## config.mk

```make
export PLATFORM = sky130hd
export DESIGN_NAME = mips32_mem_arbiter
export DESIGN_NICKNAME = d
export VERILOG_FILES = /design/src/rtl/mips32_mem_arbiter.sv
export SDC_FILE = /design/constraint.sdc
export NUM_CORES = 1
export LEC_CHECK = 0
export BUFFER_PORTS_ARGS = -buffer_cell sky130_fd_sc_hd__buf_2
export CAP_MARGIN = 20
export CORE_ASPECT_RATIO = 0.6
export CORE_MARGIN = 4
export CORE_UTILIZATION = 28
export CTS_CLUSTER_SIZE = 12
export DETAILED_ROUTE_END_ITERATION = 8
export GPL_ROUTABILITY_DRIVEN = 0
export PLACE_DENSITY = 0.52
export SYNTH_ARGS = -nofsm -noshare
export SYNTH_HDL_FRONTEND = slang
export SYNTH_SLANG_ARGS = --single-unit
```

## constraint.sdc

```tcl
create_clock -name clk -period 2.3 [get_ports clk]
set_clock_uncertainty 0.2 [all_clocks]
set_input_delay 0.115 -clock clk [delete_from_list [all_inputs] [get_ports clk]]
set_output_delay 0.115 -clock clk [all_outputs]
set_load 0.01 [all_outputs]
```

## src/rtl/mips32_mem_arbiter.sv

```systemverilog
// Shares one fixed-latency single-port memory between the fetch port and the data port.
// Data wins arbitration, a streak limiter bounds fetch starvation, and halt blocks new grants.
module mips32_mem_arbiter #(
  parameter int AW         = 10,
  parameter int DW         = 32,
  parameter int MEM_LAT    = 1,
  parameter int MAX_STREAK = 4
) (
  input  logic          clk,
  input  logic          rst,
  input  logic          if_req,
  input  logic [AW-1:0] if_addr,
  output logic          if_ack,
  output logic [DW-1:0] if_rdata,
  input  logic          d_req,
  input  logic          d_we,
  input  logic [AW-1:0] d_addr,
  input  logic [DW-1:0] d_wdata,
  output logic          d_ack,
  output logic [DW-1:0] d_rdata,
  input  logic          halt,
  output logic          mem_en,
  output logic          mem_we,
  output logic [AW-1:0] mem_addr,
  output logic [DW-1:0] mem_wdata,
  input  logic [DW-1:0] mem_rdata,
  output logic          busy
);

  typedef enum logic [1:0] {IDLE, ISSUE, WAIT, RESP} state_t;

  localparam logic [3:0] LAT        = 4'(MEM_LAT);
  localparam logic [3:0] STREAK_MAX = 4'(MAX_STREAK);

  state_t          state_q, state_d;
  logic            owner_data_q, owner_data_d;
  logic [3:0]      cnt_q, cnt_d;
  logic [3:0]      streak_q, streak_d;
  logic            if_ack_q, if_ack_d;
  logic            d_ack_q, d_ack_d;
  logic [DW-1:0]   if_rdata_q, if_rdata_d;
  logic [DW-1:0]   d_rdata_q, d_rdata_d;
  logic            mem_en_q, mem_en_d;
  logic            mem_we_q, mem_we_d;
  logic [AW-1:0]   mem_addr_q, mem_addr_d;
  logic [DW-1:0]   mem_wdata_q, mem_wdata_d;
  logic            busy_q, busy_d;

  logic start;
  logic grant_data;

  assign start      = !halt && (if_req || d_req);
  // Fetch only overrides a pending data request once the data streak has saturated.
  assign grant_data = d_req && !(if_req && (streak_q == STREAK_MAX));

  always_ff @(posedge clk) begin
    if (rst) begin
      state_q      <= IDLE;
      owner_data_q <= 1'b0;
      cnt_q        <= '0;
      streak_q     <= '0;
      if_ack_q     <= 1'b0;
      d_ack_q      <= 1'b0;
      if_rdata_q   <= '0;
      d_rdata_q    <= '0;
      mem_en_q     <= 1'b0;
      mem_we_q     <= 1'b0;
      mem_addr_q   <= '0;
      mem_wdata_q  <= '0;
      busy_q       <= 1'b0;
    end else begin
      state_q      <= state_d;
      owner_data_q <= owner_data_d;
      cnt_q        <= cnt_d;
      streak_q     <= streak_d;
      if_ack_q     <= if_ack_d;
      d_ack_q      <= d_ack_d;
      if_rdata_q   <= if_rdata_d;
      d_rdata_q    <= d_rdata_d;
      mem_en_q     <= mem_en_d;
      mem_we_q     <= mem_we_d;
      mem_addr_q   <= mem_addr_d;
      mem_wdata_q  <= mem_wdata_d;
      busy_q       <= busy_d;
    end
  end

  always_comb begin
    state_d = state_q;
    case (state_q)
      IDLE:    if (start) state_d = ISSUE;
      ISSUE:   state_d = WAIT;
      WAIT:    if (cnt_q == 4'd1) state_d = RESP;
      RESP:    state_d = IDLE;
      default: state_d = IDLE;
    endcase
  end

  // Every output is registered, so this block computes the value each output takes next cycle.
  always_comb begin
    owner_data_d = owner_data_q;
    cnt_d        = cnt_q;
    streak_d     = streak_q;
    if_ack_d     = 1'b0;
    d_ack_d      = 1'b0;
    if_rdata_d   = if_rdata_q;
    d_rdata_d    = d_rdata_q;
    mem_en_d     = 1'b0;
    mem_we_d     = mem_we_q;
    mem_addr_d   = mem_addr_q;
    mem_wdata_d  = mem_wdata_q;
    busy_d       = (state_d != IDLE);
    case (state_q)
      IDLE: begin
        if (start) begin
          owner_data_d = grant_data;
          mem_en_d     = 1'b1;
          if (grant_data) begin
            mem_we_d    = d_we;
            mem_addr_d  = d_addr;
            mem_wdata_d = d_wdata;
            if (if_req) streak_d = (streak_q == STREAK_MAX) ? streak_q : streak_q + 4'd1;
            else        streak_d = '0;
          end else begin
            mem_we_d   = 1'b0;
            mem_addr_d = if_addr;
            streak_d   = '0;
          end
        end
      end
      ISSUE: cnt_d = LAT;
      WAIT: begin
        cnt_d = cnt_q - 4'd1;
        if (cnt_q == 4'd1) begin
          if (owner_data_q) begin
            d_ack_d = 1'b1;
            if (!mem_we_q) d_rdata_d = mem_rdata;
          end else begin
            if_ack_d   = 1'b1;
            if_rdata_d = mem_rdata;
          end
        end
      end
      default: ;
    endcase
  end

  assign if_ack    = if_ack_q;
  assign if_rdata  = if_rdata_q;
  assign d_ack     = d_ack_q;
  assign d_rdata   = d_rdata_q;
  assign mem_en    = mem_en_q;
  assign mem_we    = mem_we_q;
  assign mem_addr  = mem_addr_q;
  assign mem_wdata = mem_wdata_q;
  assign busy      = busy_q;

endmodule

```

# Word-level counts from Yosys, hierarchy flattened
# Cells that the tools add are included.
[classes]
add_sub_neg = 2
n_mul = 0
div_mod_pow = 0
n_lt_le_gt_ge = 0
eq_ne = 6
shifts = 0
mux = 12
bitwise_logic = 5
reduce_logical = 16
[op_table]
columns = ["operator", "count"]
rows = [
  ["2-to-1 mux 4 bit", 3],
  ["2-to-1 mux 10 bit", 1],
  ["AND reduction 3 bit", 3],
  ["case mux 2 bit (4 select lines)", 1],
  ["case mux 4 bit (2 select lines)", 1],
  ["NOT 1 bit", 5],
  ["adder 4 x 1 -> 4 bit (second input constant)", 1],
  ["== test 2 bit (second input constant)", 2],
  ["== test 4 x 1 -> 1 bit (second input constant)", 1],
  ["== test 4 x 3 -> 1 bit (second input constant)", 1],
  ["2-to-1 mux 1 bit", 4],
  ["2-to-1 mux 2 bit", 2],
  ["AND reduction 4 bit", 1],
  ["nonzero test 2 bit", 2],
  ["subtractor 4 x 1 -> 4 bit (second input constant)", 1],
  ["logical AND 1 bit", 3],
  ["inequality test 3 bit (second input constant)", 1],
  ["OR reduction 3 bit", 1],
  ["== test 2 x 1 -> 1 bit (second input constant)", 1],
  ["zero test 1 bit", 2],
  ["zero test 2 bit", 1],
  ["AND reduction 2 bit", 1],
  ["OR reduction 2 bit", 1],
  ["logical OR 1 bit", 1],
]
[totals]
register_bits = 122
latchBits = 0
ram_bits = 0
romBits = 0
wordCells = 54
mem_count = 0

# Depth between registers and ports, before layout
# Gate-level depths: netlist of the first run.
[logic_depth]
word_depth = 6
depth_mapped = 8
mapped_depth_nobuf = 6

# Worst setup path after synthesis of the first run
# Ideal clock, no wire load.
[synth_path]
path_type = "flip-flop to flip-flop"
startpoint = "reg state_q[0]"
endpoint = "reg d_rdata_q[14] (netlist: d_rdata[14])"
setup_ns = 0.132
t_arrival_ns = 1.600
path_slack_ns = 0.368
stages_incl_launch_ff = 9
path_cell_list = "dfxtp_1 -> inv_1 -> ha_1 -> nand4bb_2 -> or3b_1 -> buf_2 -> buf_6 -> nand2_1 -> a21oi_1"
[synth_via]
elab_chain_len = 2
[synth_lines]
columns = ["item", "line", "rtl"]
rows = [
  ["start, declared", "35", "state_t state_q, state_d;"],
  ["start signal, assigned", "72", "state_q <= state_d;"],
  ["== test 2 bit", "113", "case (state_q)"],
  ["AND reduction 4 bit (no line)", "--", ""],
  ["end signal, assigned", "79", "d_rdata_q <= d_rdata_d;"],
  ["end, declared", "42", "logic [DW-1:0] d_rdata_q, d_rdata_d;"],
]
# Every way passes these cells.
# A chain may end at the register's enable or synchronous reset.

# Worst setup path in the final report of the first run
[layout_path]
startpoint = "reg state_q[0]"
endpoint = "reg d_rdata_q[28] (netlist: d_rdata[28])"
# The elaborated chain is that of the path after synthesis.

==> results of run 1 <==
[worst max-delay path: cells and delay by family (launching register included)]
family                     cells  cell delay [ns]
DFF                            1             0.31
adders and majority gates      1             0.31
buffers and inverters          2             0.37
AOI/OAI and AO/OA              1             0.07
and+or+nand+nor                3             0.71
[cell type report]
class                   instances  area, um2
multi-input cells             398       1860
clock inverters                15        176
fillers                      1517       8390
inverters                       9       33.8
repair buffers                299       2010
flip-flops and latches        122       2440
well taps                     203        254
clock buffers                  17        425
[logic make-up after synthesis]
family                     after synthesis  synth area share, %
AOI/OAI and AO/OA                      132                 15.4
DFF                                    122                 54.0
and+or+nand+nor                        258                 23.3
buffers and inverters                   48                 5.04
muxes                                    1                0.221
adders and majority gates                7                 1.94
[flip-flops by register name (all words and copies together) (netlist names)]
name / flops
busy: 1
cnt_q: 4
d_ack: 1
d_rdata: 32
if_ack: 1
if_rdata: 32
mem_addr: 10
mem_en: 1
mem_wdata: 32
mem_we: 1
owner_data_q: 1
state_q: 2
streak_q: 4
[through the flow]
step                      hold slack, ns  setup WS, ns  total power, mW  std cells  cell area, um2
after floorplan                   0.0510         0.368             3.08        568            4520
after global placement             0.156         0.272             3.47        942            5710
after detailed placement           0.162         0.201             3.49        942            5710
after CTS                         0.0353         0.185             6.37       1063            7200
after global routing              0.0773        0.0192             6.60       1063            7200
final                             0.0569         0.196             6.28       1063            7200
[cell usage after synthesis, types with 3 or more instances]
cell,number,share of area (%)
clkbuf_1,18,1.5
buf_1,3,0.25
nor2_1,25,2.1
nand3_1,5,0.55
dfxtp_1,122,54
a211oi_1,10,1.7
inv_1,9,0.75
ha_1,7,1.9
a21oi_1,114,13
nand2_1,211,18
buf_6,4,1.0
buf_2,14,1.6
[worst max path at each step]
stage,to,slack [ns],cells after the start
2_1_floorplan,d_rdata[14],0.37,8
3_3_place_gp,d_rdata[29],0.27,7
3_5_place_dp,if_rdata[24],0.20,6
4_1_cts,if_rdata[24],0.18,6
5_1_grt,if_rdata[1],0.02,6
6_report,d_rdata[28],0.20,7
[power by group]
part           internal (mW)  total (mW)  switching, mW
registers               2.30        2.41          0.105
logic                  0.509        1.16          0.646
clock network           1.64        2.71           1.08
total                   4.45        6.28           1.83
[layer usage]
layer | vias to the layer above | routed length, um | GRT usage [%]
met5 | - | 0 | 0
met4 | 0 | 206 | 6.06
met3 | 17 | 938 | 4.24
met2 | 161 | 6620 | 24.7
met1 | 2174 | 6950 | 21.0
li1 | 2412 | - | -
[repair_timing]
| item | 4_1_cts | 5_1_grt |
|---|---|---|
| resized for setup | 0 | 0 |
| hold buffers | 89 | 0 |
| hold endpoints to repair | 120 | 0 |
| endpoints found under the setup margin | 0 | 0 |
==> impl_metrics.env, run 1 <==
export IMPL_synth_edff_count=0
export IMPL_coreArea_um2=15600
export IMPL_worstPathArrival_ns=2.19
export IMPL_hp_start="d_req"
export IMPL_post_cts_setup_buffers=0
export IMPL_n_antenna_cell=0
export IMPL_rr_startpoint="state_q[0]"
export IMPL_synthCells=568
export IMPL_critPathKind="flip-flop to flip-flop"
export IMPL_antenna_found_initial=0
export IMPL_hold_class="primary input to flip-flop"
export IMPL_cp_required_ns=2.39
export IMPL_layout_common_cells="211 x nand2_1, 199 x buf_2, 122 x dfxtp_1"
export IMPL_min_path_cells=5
export IMPL_worstReg2RegEnd="d_rdata[28]"
export IMPL_period_needed_ns=2.10
export IMPL_grt_pass1_wl_um=23400
export IMPL_drc_errors=0
export IMPL_cts_tree="built"
export IMPL_slew_violations=0
export IMPL_grt_setup_unrepaired="no"
export IMPL_viasPerCell=4.48
export IMPL_powerDensity_nw_per_um2=872
export IMPL_fin_setup_tns_ns=0
export IMPL_hold_path_end="state_q[0]"
export IMPL_clock_fmax_mhz=475
export IMPL_clock_sinks=122
export IMPL_wire_per_inst_um=13.8
export IMPL_insertion_delay_ns=0.40
export IMPL_cp_max_fo=32
export IMPL_critPathMaxStageDelay_ns=0.40
export IMPL_startpoint_type="flip-flop"
export IMPL_wl_um=14700
export IMPL_hpwl_um=9810
export IMPL_vias=4764
export IMPL_initial_core_util_pct=29.0
export IMPL_layout_drive_gt1_share_pct=28.8
export IMPL_status="complete, no violations"
export IMPL_area_growth_pct=59.2
export IMPL_slew_headroom_pct=55.7
export IMPL_setup_viol=0
export IMPL_numPortBuffers=200
export IMPL_track_usage_pct=15.9
export IMPL_firstDrtPassIters=5
export IMPL_die_area_um2=18300
export IMPL_endpoint_kind="flip-flop"
export IMPL_overflow=0
export IMPL_cp_cell_sequence="inv_1 > ha_1 > nand4bb_2 > or3b_1 > buf_4 > nand2_1 > a21oi_1"
export IMPL_utilization_pct=46.2
export IMPL_timing_final_crit_share_pct=91.5
export IMPL_crit_slowest_cell="or3b_1"
export IMPL_cp_startpoint="state_q[0]"
export IMPL_boundaryPins=201
export IMPL_ant_nets=0
export IMPL_first_iter_violations=207
export IMPL_avgSynthCellArea_um2=7.96
export IMPL_layout_commonest_cell="nand2_1"
export IMPL_yosys_warnings=0
export IMPL_numCtsBuffers=17
export IMPL_clk_pin_slew_ns=0.07
export IMPL_ys_ff_latch=122
export IMPL_maxCapViolCount=0
export IMPL_clock_path_buffers=2
export IMPL_final_nets=944
export IMPL_regToRegSetupSlack_ns=0.20
export IMPL_async_reset_ff_share_pct=0
export IMPL_die_x_um=172
export IMPL_vdd_drop_max_v=0.000341
export IMPL_syn_num_nets=665
export IMPL_ys_types=33
export IMPL_finalHoldViolCount=0
export IMPL_p_leak_nw=3.15
export IMPL_root_buffer="clkbuf_16"
export IMPL_synth_seq_area_share_pct=54.0
export IMPL_grt_max_degree=57
export IMPL_die_height_um=106
export IMPL_tightest_slew_ns=0.665
export IMPL_grt_pass1_vias=4666
export IMPL_netlist_area_um2=4520
export IMPL_h_tree_depth=4
export IMPL_ys_flop_type="dfxtp_1"
export IMPL_rr_worst_depth=7
export IMPL_num_rows=35
(Power assumes the default switching activity.)
==> run 2, diff against run 1 <==
Settings changed: BUFFER_PORTS_ARGS -buffer_cell sky130_fd_sc_hd__buf_2 to default, DONT_BUFFER_PORTS from default to 1, PLACE_DENSITY 0.52 to 0.41.
Clock period 2.3 ns to 2.1 ns, I/O delays scaled along.
==> run 2 against run 1 <==
  * The flow now finishes with violations (hold timing)
  * Count of clock-buffer cells in the layout is 3 higher
  * Flip-flop and latch count stayed put
  * Critical path depth stayed put
  * Non-clock buffer count is 282 lower
  * Register-to-register slack worse by 0.08 ns
  * Sequential power is 15% higher
  * Worst setup slack worse by 0.081 ns
  * Global-route usage is 2.0 points lower
  * Critical path type unchanged
  * Largest power group is now registers
==> impl_metrics.env, run 2 (synthesis results as in run 1) <==
export IMPL_num_rows=35
export IMPL_wl_um=12500
export IMPL_endpoint_kind="flip-flop"
export IMPL_ant_nets=0
export IMPL_layout_common_cells="211 x nand2_1, 121 x dfxtp_1, 114 x a21oi_1"
export IMPL_p_leak_nw=1.84
export IMPL_die_area_um2=18300
export IMPL_maxCapViolCount=0
export IMPL_overflow=0
export IMPL_area_growth_pct=19.0
export IMPL_insertion_delay_ns=0.40
export IMPL_track_usage_pct=13.8
export IMPL_vdd_drop_max_v=0.000336
export IMPL_initial_core_util_pct=29.0
export IMPL_startpoint_type="flip-flop"
export IMPL_grtUsageMet2_pct=21.4
export IMPL_failed_checks="hold timing"
export IMPL_drc_errors=0
export IMPL_grt_pass1_wl_um=20200
export IMPL_cp_required_ns=2.24
export IMPL_finalHoldViolCount=114
export IMPL_firstDrtPassIters=4
export IMPL_utilization_pct=34.5
export IMPL_clock_sinks=122
export IMPL_n_antenna_cell=0
export IMPL_root_buffer="clkbuf_16"
export IMPL_rr_startpoint="state_q[1]"
export IMPL_first_iter_violations=168
export IMPL_crit_end="mem_en"
export IMPL_stdcell_area_um2=5380
export IMPL_period_needed_ns=1.98
export IMPL_die_x_um=172
export IMPL_grt_max_degree=123
export IMPL_viasPerCell=4.76
export IMPL_clk_pin_slew_ns=0.06
export IMPL_timing_final_crit_share_pct=94.5
export IMPL_cp_max_fo=17
export IMPL_coreArea_um2=15600
export IMPL_place_area_um2=4710
export IMPL_whs_ns=-0.431
export IMPL_cts_tree="built"
export IMPL_rr_worst_depth=7
export IMPL_grt_use_met3_pct=7.73
export IMPL_numPortBuffers=0
export IMPL_hpwl_um=8470
export IMPL_busiest_layer="met2"
export IMPL_grt_pass1_vias=3822
export IMPL_regToRegSetupSlack_ns=0.12
export IMPL_layout_drive_gt1_share_pct=9.00
export IMPL_h_tree_depth=4
export IMPL_numCtsBuffers=17
export IMPL_setup_viol=0
export IMPL_status="complete, but fails checks"
export IMPL_hold_class="primary input to flip-flop"
export IMPL_use_met1_pct=16.6
export IMPL_grt_setup_unrepaired="no"
export IMPL_worstPathArrival_ns=2.12
export IMPL_slew_headroom_pct=71.8
export IMPL_antenna_found_initial=0
export IMPL_clock_path_buffers=2
export IMPL_slew_violations=0
export IMPL_boundaryPins=201
export IMPL_critPathKind="flip-flop to flip-flop"
export IMPL_tightest_slew_ns=0.422
export IMPL_wire_per_inst_um=16.0
export IMPL_fin_setup_tns_ns=0
export IMPL_powerDensity_nw_per_um2=1180
export IMPL_clock_fmax_mhz=504
export IMPL_cp_startpoint="state_q[1]"
export IMPL_vias=3717
export IMPL_final_nets=662
export IMPL_layout_commonest_cell="nand2_1"
export IMPL_worstReg2RegEnd="mem_en"
export IMPL_die_height_um=106
==> run 2: layout make-up <==
class	instances	area, um2
Fill cell	1610	10200
Sequential cell	122	2440
Clock buffer	20	467
Inverter	9	33.8
Clock inverter	12	90.1
Timing Repair Buffer	17	201
Multi-Input combinational cell	398	1890
Tap cell	203	254
==> run 2: what timing repair did <==
action,4_1_cts,5_1_grt
endpoints found under the setup margin,0,72
setup buffers,0,0
resized for setup,0,9
hold buffers,7,1
endpoints found under the hold margin,122,115
==> run 2: critical path, stage by stage (launching register included) <==
cell,delay (ns)
dfxtp_1,0.32
inv_1,0.11
ha_4,0.16
nand2b_4,0.06
or2_1,0.23
buf_4,0.21
nor2_1,0.10
dlygate4sd3_1,0.54
==> run 2: metrics by stage <==
| step | power [mW] | setup WS (ns) | cells |
|---|---|---|---|
| 2_1_floorplan | 3.37 | 0.168 | 568 |
| 3_3_place_gp | 3.56 | 0.125 | 741 |
| 3_5_place_dp | 3.58 | 0.0276 | 741 |
| 4_1_cts | 6.38 | 0.0255 | 780 |
| 5_1_grt | 6.69 | 0.0130 | 781 |
| 6_report | 6.33 | 0.116 | 781 |
==> run 2: metal layers <==
metal	share of wire, %	up-vias
met1	43	1744
met2	45	113
met3	12	9
met4	0.62	0
met5	0	-
li1	-	1851
==> run 2: worst min path at each step <==
stage	startpoint	end	slack, ns	depth (start not counted)
floorplan	mem_rdata[0]	d_rdata[0]	0.04	2
global placement	rst	state_q[1]	-0.01	1
detailed placement	rst	d_rdata[23]	-0.009	1
CTS	rst	d_rdata[16]	-0.45	1
global route	rst	if_ack	-0.46	1
finish	rst	if_ack	-0.43	1
==> run 2: power breakdown <==
group | leakage (nW) | total (mW) | switching (mW) | internal, mW
combinational | 0.594 | 0.866 | 0.481 | 0.385
clock | 0.257 | 2.71 | 1.10 | 1.61
sequential | 0.990 | 2.76 | 0.232 | 2.53
total | 1.84 | 6.33 | 1.81 | 4.52
